**src/rtl/poly_dl_ctrl.sv**
```systemverilog
// poly_dl_ctrl: PolyPlay download router and CPU boot/reset sequencer
module poly_dl_ctrl #(
   parameter int ROM_BYTES   = 32768,
   parameter int HOLD_CYCLES = 16
) (
   input  logic        clk_sys,
   input  logic        reset_n,
   input  logic        ext_reset,
   input  logic        ioctl_download,
   input  logic [7:0]  ioctl_index,
   input  logic        ioctl_wr,
   input  logic [24:0] ioctl_addr,
   input  logic [7:0]  ioctl_dout,
   output logic        rom_we,
   output logic [15:0] rom_addr,
   output logic [7:0]  rom_data,
   output logic [7:0]  tno,
   output logic        cpu_reset,
   output logic        rom_ready,
   output logic        dl_error,
   output logic [7:0]  chksum
);
   localparam logic [2:0] S_IDLE  = 3'd0;
   localparam logic [2:0] S_LOAD  = 3'd1;
   localparam logic [2:0] S_CHECK = 3'd2;
   localparam logic [2:0] S_HOLD  = 3'd3;
   localparam logic [2:0] S_RUN   = 3'd4;
   localparam logic [2:0] S_ERROR = 3'd5;
   localparam int HW = (HOLD_CYCLES > 1) ? $clog2(HOLD_CYCLES) : 1;

   logic [2:0]    state_q, state_d;
   logic          dl_prev_q, rise_q, fall_q;
   logic [16:0]   cnt_q, cnt_d;
   logic [7:0]    sum_q, sum_d;
   logic          ovf_q, ovf_d;
   logic          err_q, err_d;
   logic [HW-1:0] hold_q, hold_d;
   logic [7:0]    tno_q, tno_d;
   logic          we_q;
   logic [15:0]   addr_q;
   logic [7:0]    data_q;
   logic          wr_ok, idx0, acc;

   // the edge that restarts a load swallows any strobe arriving with it
   assign wr_ok = ioctl_wr & (state_q == S_LOAD) & ~rise_q;
   assign idx0  = wr_ok & (ioctl_index == 8'd0);
   assign acc   = idx0 & (ioctl_addr < 25'(ROM_BYTES));

   // next-state and load bookkeeping
   always_comb begin
      state_d = state_q;
      cnt_d   = cnt_q;
      sum_d   = sum_q;
      ovf_d   = ovf_q;
      err_d   = err_q;
      hold_d  = hold_q;
      tno_d   = tno_q;
      if (rise_q) begin
         state_d = S_LOAD;
         cnt_d   = '0;
         sum_d   = '0;
         ovf_d   = 1'b0;
         err_d   = 1'b0;
      end else begin
         case (state_q)
            S_LOAD: begin
               cnt_d   = acc ? cnt_q + 17'd1 : cnt_q;
               sum_d   = acc ? sum_q + ioctl_dout : sum_q;
               ovf_d   = ovf_q | (idx0 & ~acc);
               tno_d   = (wr_ok && ioctl_index == 8'd1) ? ioctl_dout : tno_q;
               state_d = fall_q ? S_CHECK : S_LOAD;
            end
            S_CHECK: begin
               err_d   = ovf_q || (cnt_q != 17'(ROM_BYTES));
               state_d = err_d ? S_ERROR : S_HOLD;
               hold_d  = '0;
            end
            S_HOLD: begin
               hold_d  = hold_q + 1'b1;
               state_d = (hold_q == HW'(HOLD_CYCLES - 1)) ? S_RUN : S_HOLD;
            end
            S_RUN: begin
               state_d = ext_reset ? S_HOLD : S_RUN;
               hold_d  = '0;
            end
            S_IDLE, S_ERROR: ;
            default: state_d = S_IDLE;
         endcase
      end
   end

   // state, edge detect and load registers
   always_ff @(posedge clk_sys or negedge reset_n) begin
      if (!reset_n) begin
         state_q   <= S_IDLE;
         dl_prev_q <= 1'b0;
         rise_q    <= 1'b0;
         fall_q    <= 1'b0;
         cnt_q     <= '0;
         sum_q     <= '0;
         ovf_q     <= 1'b0;
         err_q     <= 1'b0;
         hold_q    <= '0;
         tno_q     <= '0;
      end else begin
         state_q   <= state_d;
         dl_prev_q <= ioctl_download;
         rise_q    <= ioctl_download & ~dl_prev_q;
         fall_q    <= ~ioctl_download & dl_prev_q;
         cnt_q     <= cnt_d;
         sum_q     <= sum_d;
         ovf_q     <= ovf_d;
         err_q     <= err_d;
         hold_q    <= hold_d;
         tno_q     <= tno_d;
      end
   end

   // registered ROM write port, address/data hold their last accepted value
   always_ff @(posedge clk_sys or negedge reset_n) begin
      if (!reset_n) begin
         we_q   <= 1'b0;
         addr_q <= '0;
         data_q <= '0;
      end else begin
         we_q   <= acc;
         addr_q <= acc ? ioctl_addr[15:0] : addr_q;
         data_q <= acc ? ioctl_dout : data_q;
      end
   end

   assign rom_we    = we_q;
   assign rom_addr  = addr_q;
   assign rom_data  = data_q;
   assign tno       = tno_q;
   assign chksum    = sum_q;
   assign dl_error  = err_q;
   assign cpu_reset = (state_q != S_RUN);
   assign rom_ready = (state_q == S_RUN);
endmodule

```
**config.mk**
```make
export PLATFORM = sky130hd
export DESIGN_NAME = poly_dl_ctrl
export DESIGN_NICKNAME = d
export VERILOG_FILES = /design/src/rtl/poly_dl_ctrl.sv
export SDC_FILE = /design/constraint.sdc
export NUM_CORES = 1
export LEC_CHECK = 0
export BUFFER_PORTS_ARGS = -buffer_cell sky130_fd_sc_hd__buf_2
export CAP_MARGIN = 20
export CORE_ASPECT_RATIO = 1.25
export CORE_MARGIN = 2
export CORE_UTILIZATION = 50
export CTS_BUF_LIST = sky130_fd_sc_hd__clkbuf_4
export DETAILED_ROUTE_END_ITERATION = 10
export PLACE_DENSITY = 0.78
export SYNTH_ARGS = -nofsm -noshare
export SYNTH_HDL_FRONTEND = slang
export SYNTH_SLANG_ARGS = --single-unit
```
**constraint.sdc**
```tcl
create_clock -name clk_sys -period 2.6 [get_ports clk_sys]
set_clock_uncertainty 0.05 [all_clocks]
set_input_delay 0.52 -clock clk_sys [delete_from_list [all_inputs] [get_ports clk_sys]]
set_output_delay 0.52 -clock clk_sys [all_outputs]
set_load 0.02 [all_outputs]
```
**Yosys cells after proc, flatten, opt, wreduce, memory -nomap -nowiden**

Index checks and enable logic that the tools add are counted.

- Word-level logic and storage cells: 69
- Flip-flop bits (word level): 70
- Output and inout port bits: 44
- Bits of input ports: 46

- Eq/ne operators: 10
- Reductions and logical operators: 13
- Muxes and demuxes: 17
- Bitwise logic cells: 12
- Add/subtract/negate cells: 3
- Order comparisons: 1

Operators by type and width:

| cell | count |
|---|---|
| 17-bit 2-to-1 mux | 3 |
| 25-bit by 16-bit < comparator with 1-bit output (second input constant) | 1 |
| 8-bit 2-to-1 mux | 3 |
| 17-bit by 1-bit adder with 17-bit output (second input constant) | 1 |
| 17-bit by 16-bit inequality test with 1-bit output (second input constant) | 1 |
| 3-bit one-hot mux with 5 select lines | 1 |
| 3-bit 2-to-1 mux | 4 |
| 8-bit adder | 1 |
| 8-bit by 1-bit == test with 1-bit output (second input constant) | 1 |
| 8-bit logical NOT | 1 |
| 4-bit one-hot mux with 2 select lines | 1 |
| 2-bit nonzero test | 4 |
| 1-bit AND | 7 |
| 3-bit by 2-bit == test with 1-bit output (second input constant) | 2 |
| 3-bit == test (second input constant) | 2 |
| 4-bit by 1-bit adder with 4-bit output (second input constant) | 1 |
| 4-bit == test (second input constant) | 1 |
| 1-bit 2-to-1 mux | 4 |
| 1-bit NOT | 4 |
| 2-bit AND reduction | 2 |
| 2-bit OR reduction | 2 |
| 3-bit by 1-bit == test with 1-bit output (second input constant) | 1 |
| 3-bit logical NOT | 1 |
| 3-bit inequality test (second input constant) | 1 |
| 6 further kinds | 6 |

**Longest topological paths before layout**

Gate-level depths: netlist of run 1.

- Word-level depth: 10
- Gate-level depth with buffers: 8
- Mapped depth without buffers: 8

**Worst setup path before layout of run 1**

Ideal clock, no wire load.

- Path kind: input port to flip-flop
- From: input ioctl_dout[0]
- To: register sum_q[6], in the netlist chksum[6]
- Path buffers: 0
- Arrival: 1,912 ps
- Library setup time: 134 ps
- Required time: 2,416 ps
- Slack: 505 ps
- Stages on the path: 8
- Path through: ha_1 > fa_1 > a21o_1 > a21oi_1 > o21bai_1 > a21oi_1 > xor2_1 > o21ai_0

- Longest elaborated chain between the ends: 4

Ends and longest elaborated chain:

| what | line | source |
|---|---|---|
| start, declared | 13 | `input logic [7:0] ioctl_dout,` |
| 8-bit adder | 68 | `sum_d = acc ? sum_q + ioctl_dout : sum_q;` |
| 8-bit 2-to-1 mux | 68 |  |
| 8-bit 2-to-1 mux | 65 | `case (state_q)` |
| 8-bit 2-to-1 mux | 58 | `if (rise_q) begin` |
| end signal, assigned | 111 | `sum_q <= sum_d;` |
| end, declared | 34 | `logic [7:0] sum_q, sum_d;` |

No other way between the ends. The select of a mux whose other input is x is not followed.
A chain may end at the register's enable or synchronous reset.

**Worst setup path after layout of run 1**

- From: register sum_q[0], in the netlist chksum[0]
- To: register sum_q[6], in the netlist chksum[6]

- Longest elaborated chain between the ends: 4

Ends and longest elaborated chain:

| what | line |
|---|---|
| 8-bit adder | 68 |
| 8-bit 2-to-1 mux | 68 |
| 8-bit 2-to-1 mux | 65 |
| 8-bit 2-to-1 mux | 58 |

No other way between the ends. The select of a mux whose other input is x is not followed.

==> flow_summary_export.csv, run 1 <==
group,metric,value,unit
outcome,outcome,"finished, final reports clean",
critical_path,worstSetupStartpointType,"register",
cts,numCtsBuffers,9,
floorplanning,dieArea,7490,um^2
sta,hold_viol,0,
flow_run,cap_violations,0,
detailed_routing,viasPerCell,5.34,
synth,synthMuxAreaShare,0.0323,
synth,ys.flop_type,"dfrtp_1",
sta,rsz0062_at_grt,"no",
floorplanning,fp-row-count,33,
global_routing,grt_pass1_vias,2949,
synth,synthSimpleGateAreaFrac,0.264,
cts,cts_setup_buffers,0,
cts,clockBufferDepth,2,
global_routing,grt_first_pass_wirelength,12.7,mm
detailed_routing,wirelength,7.45,mm
synth,synthXorXnorAreaFrac,0.0386,
global_routing,overflow,0,
sta,fin_ws,0.461,ns
sta,period_needed,2.14,ns
sta,worst_pin_slew,0.656,ns
cts,cts_resized,0,
place,dp_slack,0.200,ns
synth,synth_area_per_cell,9.46,um^2
pwr,p_per_area,573,nW/um^2
place,hpwlAfterDp,5.24,mm
finish,drive_gt1_frac,0.277,
place,numPortBuffers,89,
synth,yosys.area_share.adder,0.0426,
critical_path,critical_path_arrival,2.37,ns
synth,synth_edf_count,0,
sta,period_share,0.823,
floorplanning,die_x,77.8,um
sta,slew_viol_final,0,
floorplanning,dieHeight,96.3,um
detailed_routing,num_vias,2910,
synth,yosysSeqAreaShare,0.515,
finish,area_growth,20.7,%
cts,clk_latency,0.42,ns
floorplanning,core_area,6570,um^2
cts,cts.hold.buffers_added,0,
synth,synth_warnings,0,
synth,ys_seq_elements,70,
global_routing,antenna_found_initial,0,
cts,root_buffer,"clkbuf_4",
cts,path_clk_slew,0.12,ns
place,gp_congestion,0.871,
sta,slew_headroom,0.563,
synth,netlist_area,3400,um^2
finish,antenna_cells,0,
cts,cts.sinks,70,
global_routing,grt_max_degree,71,
detailed_routing,drc,0,
synth,synth_compound_area_frac,0.0805,
synth,async_flop_share,1.00,
finish,finalCoreUtilization,0.626,
sta,setup_violations,0,
sta,fmax,0.468,GHz
finish,layout_common_cells,"nand2_1 (94), buf_2 (89), dfrtp_1 (70)",
pwr,p_leak,2.21,nW
detailed_routing,postRouteAntennaNets,0,
critical_path,end_kind,"register",
critical_path,r2r_cells,8,
pwr,ir_drop,380,uV
sta,hold_slack,0.0180,ns
critical_path,worstPathRequired,2.83,ns
global_routing,grtUsageTotal,0.215,
detailed_routing,routedWlPerCell,13.7,um
synth,synthCells,360,
floorplanning,start_util,0.519,
synth,ys_types,43,
cts,cts_tree,"built",
cts,htreeDepth,3,
critical_path,crit_type,"reg2reg",
synth,synth_top_family_by_area,"simple AND/OR/NAND/NOR gates",
floorplanning,ios,90,
detailed_routing,drt_iter0_drc,197,
detailed_routing,dr.pass1.iters,5,
worst_hold_path,min_path_type,"in2async",
finish,mostFrequentLayoutCell,"nand2_1",
sta,tns,0,ns
critical_path,cp_max_fo,3,
finish,final_nets,510,
synth,syn-num-nets,417,
[final timing paths]
| check | startpoint | endpoint | slack [ns] |
|---|---|---|---|
| worst max-delay path | chksum[0]$_DFFE_PN0P_ | chksum[6]$_DFFE_PN0P_ | 0.46 |
| worst max register to register | chksum[0]$_DFFE_PN0P_ | chksum[6]$_DFFE_PN0P_ | 0.46 |
| max in group asynchronous | reset_n | chksum[3]$_DFFE_PN0P_ | 2.15 |
| worst min-delay path | reset_n | hold_q[2]$_DFFE_PN0P_ | 0.02 |
| worst min register to register | dl_prev_q$_DFF_PN0_ | rise_q$_DFF_PN0_ | 0.37 |
| min in group clk_sys | ioctl_download | dl_prev_q$_DFF_PN0_ | 0.17 |
[worst max-delay path, stage by stage (launching register included)]
cell      delay, ns
dfrtp_1        0.41
ha_1           0.22
fa_1           0.41
a21o_1         0.17
a21oi_1        0.24
o21bai_1       0.10
a21oi_1        0.17
xor2_1         0.14
o21ai_0        0.08
[area by class of cell]
type                       instances  area, um^2
clock buffer                       9        67.6
timing repair buffer              97         518
clock inverter                     7        73.8
fill                             550        2460
tap                               87         109
sequential                        70        1750
multi-input combinational        267        1560
inverter                           8        30.0
[logic make-up (layout without fill, tap and decap cells)]
| family | Yosys count | in the layout |
|---|---|---|
| compound gates | 45 | 45 |
| xor+xnor | 15 | 15 |
| simple gates | 186 | 186 |
| mux | 10 | 10 |
| buf+inv | 23 | 121 |
| flops | 70 | 70 |
| fa+ha+maj | 11 | 11 |
[cells in the mapped netlist, drive strengths merged (3+ instances only)]
library cell  count  share of area
nand2            94           0.10
dfrtp            70           0.51
nor2             23          0.026
o21ai            17          0.025
nand4            14          0.026
xor2             12          0.031
a21oi            10          0.015
ha               10          0.037
clkbuf            9         0.0099
inv               8         0.0088
mux2              8          0.026
nand3             7          0.010
nand3b            7          0.015
nor4              7          0.017
buf               6         0.0088
nand2b            6          0.011
or3               6          0.011
a21o              5          0.011
nor2b             5         0.0092
nor3              5         0.0073
a22o              3         0.0077
and3              3         0.0055
xnor2             3         0.0077
[layer usage]
layer / track usage / up-vias / wire (um) / part of all wire
met5: 0 / - / 0 / 0
met4: 0.0893 / 0 / 78 / 0.010
met3: 0.0497 / 9 / 385 / 0.052
met2: 0.391 / 81 / 3930 / 0.53
met1: 0.243 / 1403 / 3050 / 0.41
li1: - / 1417 / - / -
[power by group]
group | internal [W] | switching (W) | total [W]
combinational | 0.000191 | 0.000240 | 0.000432
clock | 0.000293 | 0.000412 | 0.000705
sequential | 0.00115 | 0.0000734 | 0.00122
total | 0.00163 | 0.000726 | 0.00236
[registers in the layout (all words and copies together), names as in the netlist]
signal and cells:
rom_addr 16, chksum 8, rise_q 1, ovf_q 1
rom_data 8, dl_prev_q 1, rom_we 1, state_q 3
dl_error 1, fall_q 1, hold_q 4, cnt_q 17
tno 8
[metrics by stage]
stage / area [um^2] / std cells / total power [W]
after floorplan: 3400 / 360 / 0.00150
after global placement: 3970 / 529 / 0.00165
after detailed placement: 3970 / 529 / 0.00167
after CTS: 4110 / 545 / 0.00238
after global routing: 4110 / 545 / 0.00249
final: 4110 / 545 / 0.00236
No activity file was read; power rests on OpenSTA's default activity.
==> inputs of run 2 (changes only) <==
- ABC_AREA: not set -> 1
- PLACE_DENSITY: 0.78 -> 0.8
- clock period: 2.6 -> 1.9 ns (I/O delays scaled with it)
==> flow_summary_export.csv, run 2 <==
group,metric,value,unit
synth,yosysMostFrequentCell,"nand2_1",
synth,ys_top_cells_by_area,"dfrtp_1 (48%), nand2_1 (20%), nor2_1 (5.5%), inv_1 (3.7%), nand3_1 (3.7%)",
synth,ys_types,29,
synth,netlist_area,3670,um^2
critical_path,critical_path_arrival,1.37,ns
detailed_routing,wirelength,8.17,mm
sta,slew_viol_final,0,
finish,area_growth,19.6,%
critical_path,end_kind,"output pin",
place,numPortBuffers,89,
place,gp_congestion,0.909,
critical_path,worstSetupStartpointType,"register",
floorplanning,die_x,80.6,um
critical_path,max_stage_delay,0.44,ns
finish,final_cells,668,
sta,worst_pin_slew,0.564,ns
synth,ys_seq_elements,70,
detailed_routing,postRouteAntennaNets,0,
sta,hold_slack,0.0415,ns
synth,synth_top_area_cell,"dfrtp_1",
flow_run,cap_violations,0,
synth,synth_warnings,0,
cts,cts_setup_buffers,0,
synth,yosysSeqAreaShare,0.477,
critical_path,cpMaxStageDelayCell,"dfrtp_1",
detailed_routing,dr.pass1.iters,4,
cts,path_clk_slew,0.12,ns
floorplanning,core_area,7020,um^2
global_routing,grtUsageTotal,0.222,
floorplanning,ios,90,
sta,fin_ws,0.104,ns
critical_path,critical_path.top_delay_family,"flip-flops",
worst_hold_path,min_path_type,"in2reg",
critical_path,critPathBufInv,3,
synth,syn-num-nets,534,
floorplanning,dieArea,8050,um^2
pwr,p_per_area,758,nW/um^2
sta,hold_viol,0,
cts,cts.sinks,70,
sta,period_share,0.945,
floorplanning,start_util,0.523,
detailed_routing,drt_iter0_drc,187,
synth,synthCells,477,
cts,cts_tree,"built",
critical_path,worstPathRequired,1.47,ns
global_routing,overflow,0,
synth,async_flop_share,1.00,
finish,layout_common_cells,"nand2_1 (194), buf_2 (89), dfrtp_1 (70)",
place,post_dp_cell_area,4210,um^2
synth,synth_area_per_cell,7.70,um^2
sta,setup_violations,0,
finish,antenna_cells,0,
cts,clockBufferDepth,2,
sta,tns,0,ns
cts,clk_latency,0.42,ns
pwr,p_leak,2.50,nW
sta,slew_headroom,0.623,
sta,fmax,0.557,GHz
floorplanning,fp-row-count,34,
detailed_routing,routedWlPerCell,12.2,um
finish,fill_cells,608,
place,dp_slack,0.0351,ns
global_routing,grt_first_pass_wirelength,14.3,mm
cts,root_buffer,"clkbuf_4",
cts,numCtsBuffers,9,
synth,synth_edf_count,0,
floorplanning,dieHeight,99.8,um
synth,yosysTopAreaCellShare,0.477,
finish,final_nets,630,
critical_path,crit_type,"reg2out",
global_routing,grt_pass1_vias,3285,
pwr,ir_drop,702,uV
finish,regMostFlops,"cnt_q",
detailed_routing,viasPerCell,5.06,
synth,synthTopCellsByCount,"nand2_1 (194), dfrtp_1 (70), nor2_1 (54)",
finish,largest_reg_flops,17,
finish,drive_gt1_frac,0.215,
place,placedCellCount,651,
finish,fin_area,4390,um^2
detailed_routing,num_vias,3378,
cts,htreeDepth,3,
finish,mostFrequentLayoutCell,"nand2_1",
place,hpwlAfterDp,6.01,mm
sta,period_needed,1.80,ns
critical_path,cp_max_fo,6,
outcome,outcome,"finished, final reports clean",
synth,ys.flop_type,"dfrtp_1",
global_routing,grt_max_degree,71,
detailed_routing,drc,0,
global_routing,antenna_found_initial,0,
critical_path,cp_cell_sequence,"inv_2 -> nand3_2 -> inv_1 -> buf_2",
sta,rsz0062_at_grt,"no",
==> run 2: worst paths after layout <==
path                       slack, ns              startpoint                 endpoint  depth (start not counted)
max                             0.10  state_q[1]$_DFFE_PN0P_                rom_ready                          4
min                             0.04          ioctl_download      dl_prev_q$_DFF_PN0_                          1
max reg2reg                     0.16   chksum[0]$_DFFE_PN0P_    chksum[4]$_DFFE_PN0P_                          7
min reg2reg                     0.38     dl_prev_q$_DFF_PN0_         rise_q$_DFF_PN0_                          1
max in group asynchronous       1.06                 reset_n     cnt_q[4]$_DFFE_PN0P_                          3
min in group asynchronous       0.44                 reset_n  rom_addr[0]$_DFFE_PN0P_                          3
==> run 2: repair_timing <==
action	in CTS	in global routing
hold buffers	1	0
endpoints found under the hold margin	70	0
endpoints found under the setup margin	1	1
pin swaps	0	0
gates resized for setup	1	1
==> run 2: logic make-up after synthesis <==
| kind of cell | Yosys count | synth area share |
|---|---|---|
| buf+inv | 51 | 0.0658 |
| xor+xnor | 10 | 0.0239 |
| fa+ha+maj | 11 | 0.0395 |
| compound gates | 27 | 0.0433 |
| flops | 70 | 0.477 |
| simple gates | 308 | 0.350 |
==> run 2: layout make-up <==
cell class	instances	area, um^2	share of cell area
clock buffers	9	67.6	0.0154
clock inverters	7	97.6	0.0222
inverters	39	146	0.0333
multi-input cells	356	1680	0.383
flip-flops and latches	70	1750	0.399
well taps	90	113	0.0256
repair buffers	97	533	0.121
==> run 2: per-layer routing <==
| metal | wire length [um] | track usage |
|---|---|---|
| met5 | 0 | 0 |
| met4 | 104 | 0.0613 |
| met3 | 511 | 0.0423 |
| met2 | 4210 | 0.394 |
| met1 | 3340 | 0.273 |
==> run 2: power by group <==
part | internal (W) | switching, W
clock | 0.000537 | 0.000552
combinational | 0.000225 | 0.000349
sequential | 0.00158 | 0.0000904
==> run 2: stage by stage <==
step | utilization | power (W)
2_1_floorplan | - | 0.00205
3_3_place_gp | 0.600 | 0.00223
3_5_place_dp | 0.600 | 0.00225
5_1_grt | 0.626 | 0.00353
6_report | 0.626 | 0.00333
4_1_cts | 0.626 | 0.00335
==> inputs of run 3 (changes only) <==
- CTS_BUF_LIST: sky130_fd_sc_hd__clkbuf_4 -> sky130_fd_sc_hd__clkbuf_8
==> flow_summary_export.csv, run 3 (synthesis results as in run 2) <==
group,metric,value,unit
cts,cts.hold.buffers_added,0,
place,hpwlAfterDp,6.01,mm
pwr,pwr-share-clk,0.372,
finish,area_growth,20.9,%
place,gp_congestion,0.909,
worst_hold_path,min_path_type,"in2async",
floorplanning,start_util,0.523,
critical_path,critical_path_arrival,1.34,ns
global_routing,grt_max_degree,71,
cts,path_clk_slew,0.08,ns
critical_path,cp_max_fo,6,
critical_path,worstPathRequired,1.47,ns
floorplanning,fp-row-count,34,
sta,tns,0,ns
critical_path,rrSetupSlack,0.17,ns
sta,period_share,0.931,
cts,cts.sinks,70,
sta,rsz0062_at_grt,"no",
finish,final_nets,629,
global_routing,grt_pass1_vias,3302,
cts,cts_tree,"built",
pwr,p_comb_frac,0.160,
cts,root_buffer,"clkbuf_8",
detailed_routing,wirelength,8.18,mm
pwr,p_total,0.00356,W
detailed_routing,dr.pass1.iters,4,
global_routing,antenna_found_initial,0,
critical_path,r2r_cells,7,
critical_path,timing.rr.start,"chksum[0]$_DFFE_PN0P_",
pwr,p_int,0.00254,W
critical_path,end_kind,"output pin",
global_routing,grt_first_pass_wirelength,14.2,mm
critical_path,crit_end,"rom_ready",
detailed_routing,routedWlPerCell,12.3,um
pwr,p_per_area,802,nW/um^2
global_routing,overflow,0,
finish,largest_reg_flops,17,
detailed_routing,drc,0,
sta,hold_viol,8,
global_routing,grt_use_met1,0.272,
finish,antenna_cells,0,
pwr,switching_power,0.00102,W
cts,htreeDepth,3,
floorplanning,die_x,80.6,um
place,numPortBuffers,89,
pwr,p_seq_frac,0.468,
sta,slew_headroom,0.621,
cts,clockBufferDepth,2,
pwr,p_leak,2.52,nW
sta,slew_viol_final,0,
global_routing,use_met2,0.390,
pwr,netSwitchingFraction,0.286,
sta,fmax,0.565,GHz
floorplanning,ios,90,
critical_path,cpMostUsedCell,"inv_1",
detailed_routing,postRouteAntennaNets,0,
global_routing,use_met3,0.0315,
global_routing,busiest_layer,"met2",
detailed_routing,viasPerCell,5.06,
pwr,ir_drop,565,uV
finish,mostFrequentLayoutCell,"nand2_1",
finish,regMostFlops,"cnt_q",
global_routing,grtUsageTotal,0.222,
critical_path,crit_type,"reg2out",
sta,hold_slack,-0.0123,ns
critical_path,worstSetupStartpointType,"register",
floorplanning,dieHeight,99.8,um
sta,setup_violations,0,
floorplanning,dieArea,8050,um^2
cts,clk_latency,0.34,ns
critical_path,cp_cell_sequence,"inv_1 -> nand3_2 -> inv_1 -> buf_2",
critical_path,max_stage_delay,0.41,ns
floorplanning,core_area,7020,um^2
detailed_routing,num_vias,3373,
sta,period_needed,1.77,ns
outcome,violations,"hold timing",
detailed_routing,drt_iter0_drc,141,
flow_run,cap_violations,0,
finish,drive_gt1_frac,0.213,
critical_path,startpoint,"state_q[1]$_DFFE_PN0P_",
critical_path,cpMaxStageDelayCell,"dfrtp_1",
cts,numCtsBuffers,9,
sta,worst_pin_slew,0.568,ns
critical_path,reg2reg_to,"chksum[4]$_DFFE_PN0P_",
finish,layout_common_cells,"nand2_1 (194), buf_2 (89), dfrtp_1 (70)",
outcome,outcome,"finished with violations",
finish,fill_cells,595,
[run 3: how the worst min path moves through the flow]
| stage | from | to | slack (ns) | cells after the start |
|---|---|---|---|---|
| after global placement | dl_prev_q$_DFF_PN0_ | rise_q$_DFF_PN0_ | 0.35 | 1 |
| after global routing | reset_n | rom_addr[0]$_DFFE_PN0P_ | 0.02 | 2 |
| final | reset_n | rom_addr[0]$_DFFE_PN0P_ | -0.01 | 2 |
| after detailed placement | dl_prev_q$_DFF_PN0_ | rise_q$_DFF_PN0_ | 0.36 | 1 |
| after floorplan | reset_n | chksum[0]$_DFFE_PN0P_ | 0.03 | 0 |
| after CTS | reset_n | rom_addr[0]$_DFFE_PN0P_ | 0.006 | 2 |
[run 3: routing by layer]
| metal | vias up | routed length, um |
|---|---|---|
| li1 | 1707 | - |
| met1 | 1560 | 3350 |
| met2 | 97 | 4230 |
| met3 | 9 | 500 |
| met4 | 0 | 99 |
| met5 | - | 0 |
[run 3: repair_timing]
item | CTS | global route
gates resized for setup | 0 | 1
setup buffers | 0 | 0
setup endpoints to repair | 0 | 1
[run 3: cell type report]
class                      count  area [um^2]  share of cell area
clock inverter                 7         97.6              0.0220
sequential                    70         1750               0.395
tap                           90          113              0.0254
clock buffer                   9          124              0.0279
timing repair buffer          96          523               0.118
inverter                      39          146              0.0330
multi-input combinational    356         1680               0.379
[run 3: critical path: cells and delay by family (launching register included)]
kind / cells / cell delay [ns]
buffers and inverters: 3 / 0.42
flip-flops: 1 / 0.41
AND/OR/NAND/NOR: 1 / 0.15
[run 3: per-stage QoR]
step	setup WS, ns	utilization	instances	hold slack [ns]	instance area [um^2]
after detailed placement	0.0351	0.600	651	0.361	4210
after floorplan	0.0940	-	477	0.0344	3670
final	0.131	0.632	667	-0.0123	4440
after global placement	0.0680	0.600	651	0.354	4210
after global routing	0.0209	0.632	667	0.0180	4440
after CTS	0.0807	0.632	667	0.00639	4430
[run 3: power groups by stage]
stage / Combinational [W] / Clock [W] / Sequential, W
3_5_place_dp: 0.000565 / 0 / 0.00169
4_1_cts: 0.000572 / 0.00135 / 0.00166
5_1_grt: 0.000662 / 0.00142 / 0.00168
2_1_floorplan: 0.000353 / 0 / 0.00170
3_3_place_gp: 0.000540 / 0 / 0.00169
6_report: 0.000571 / 0.00132 / 0.00167
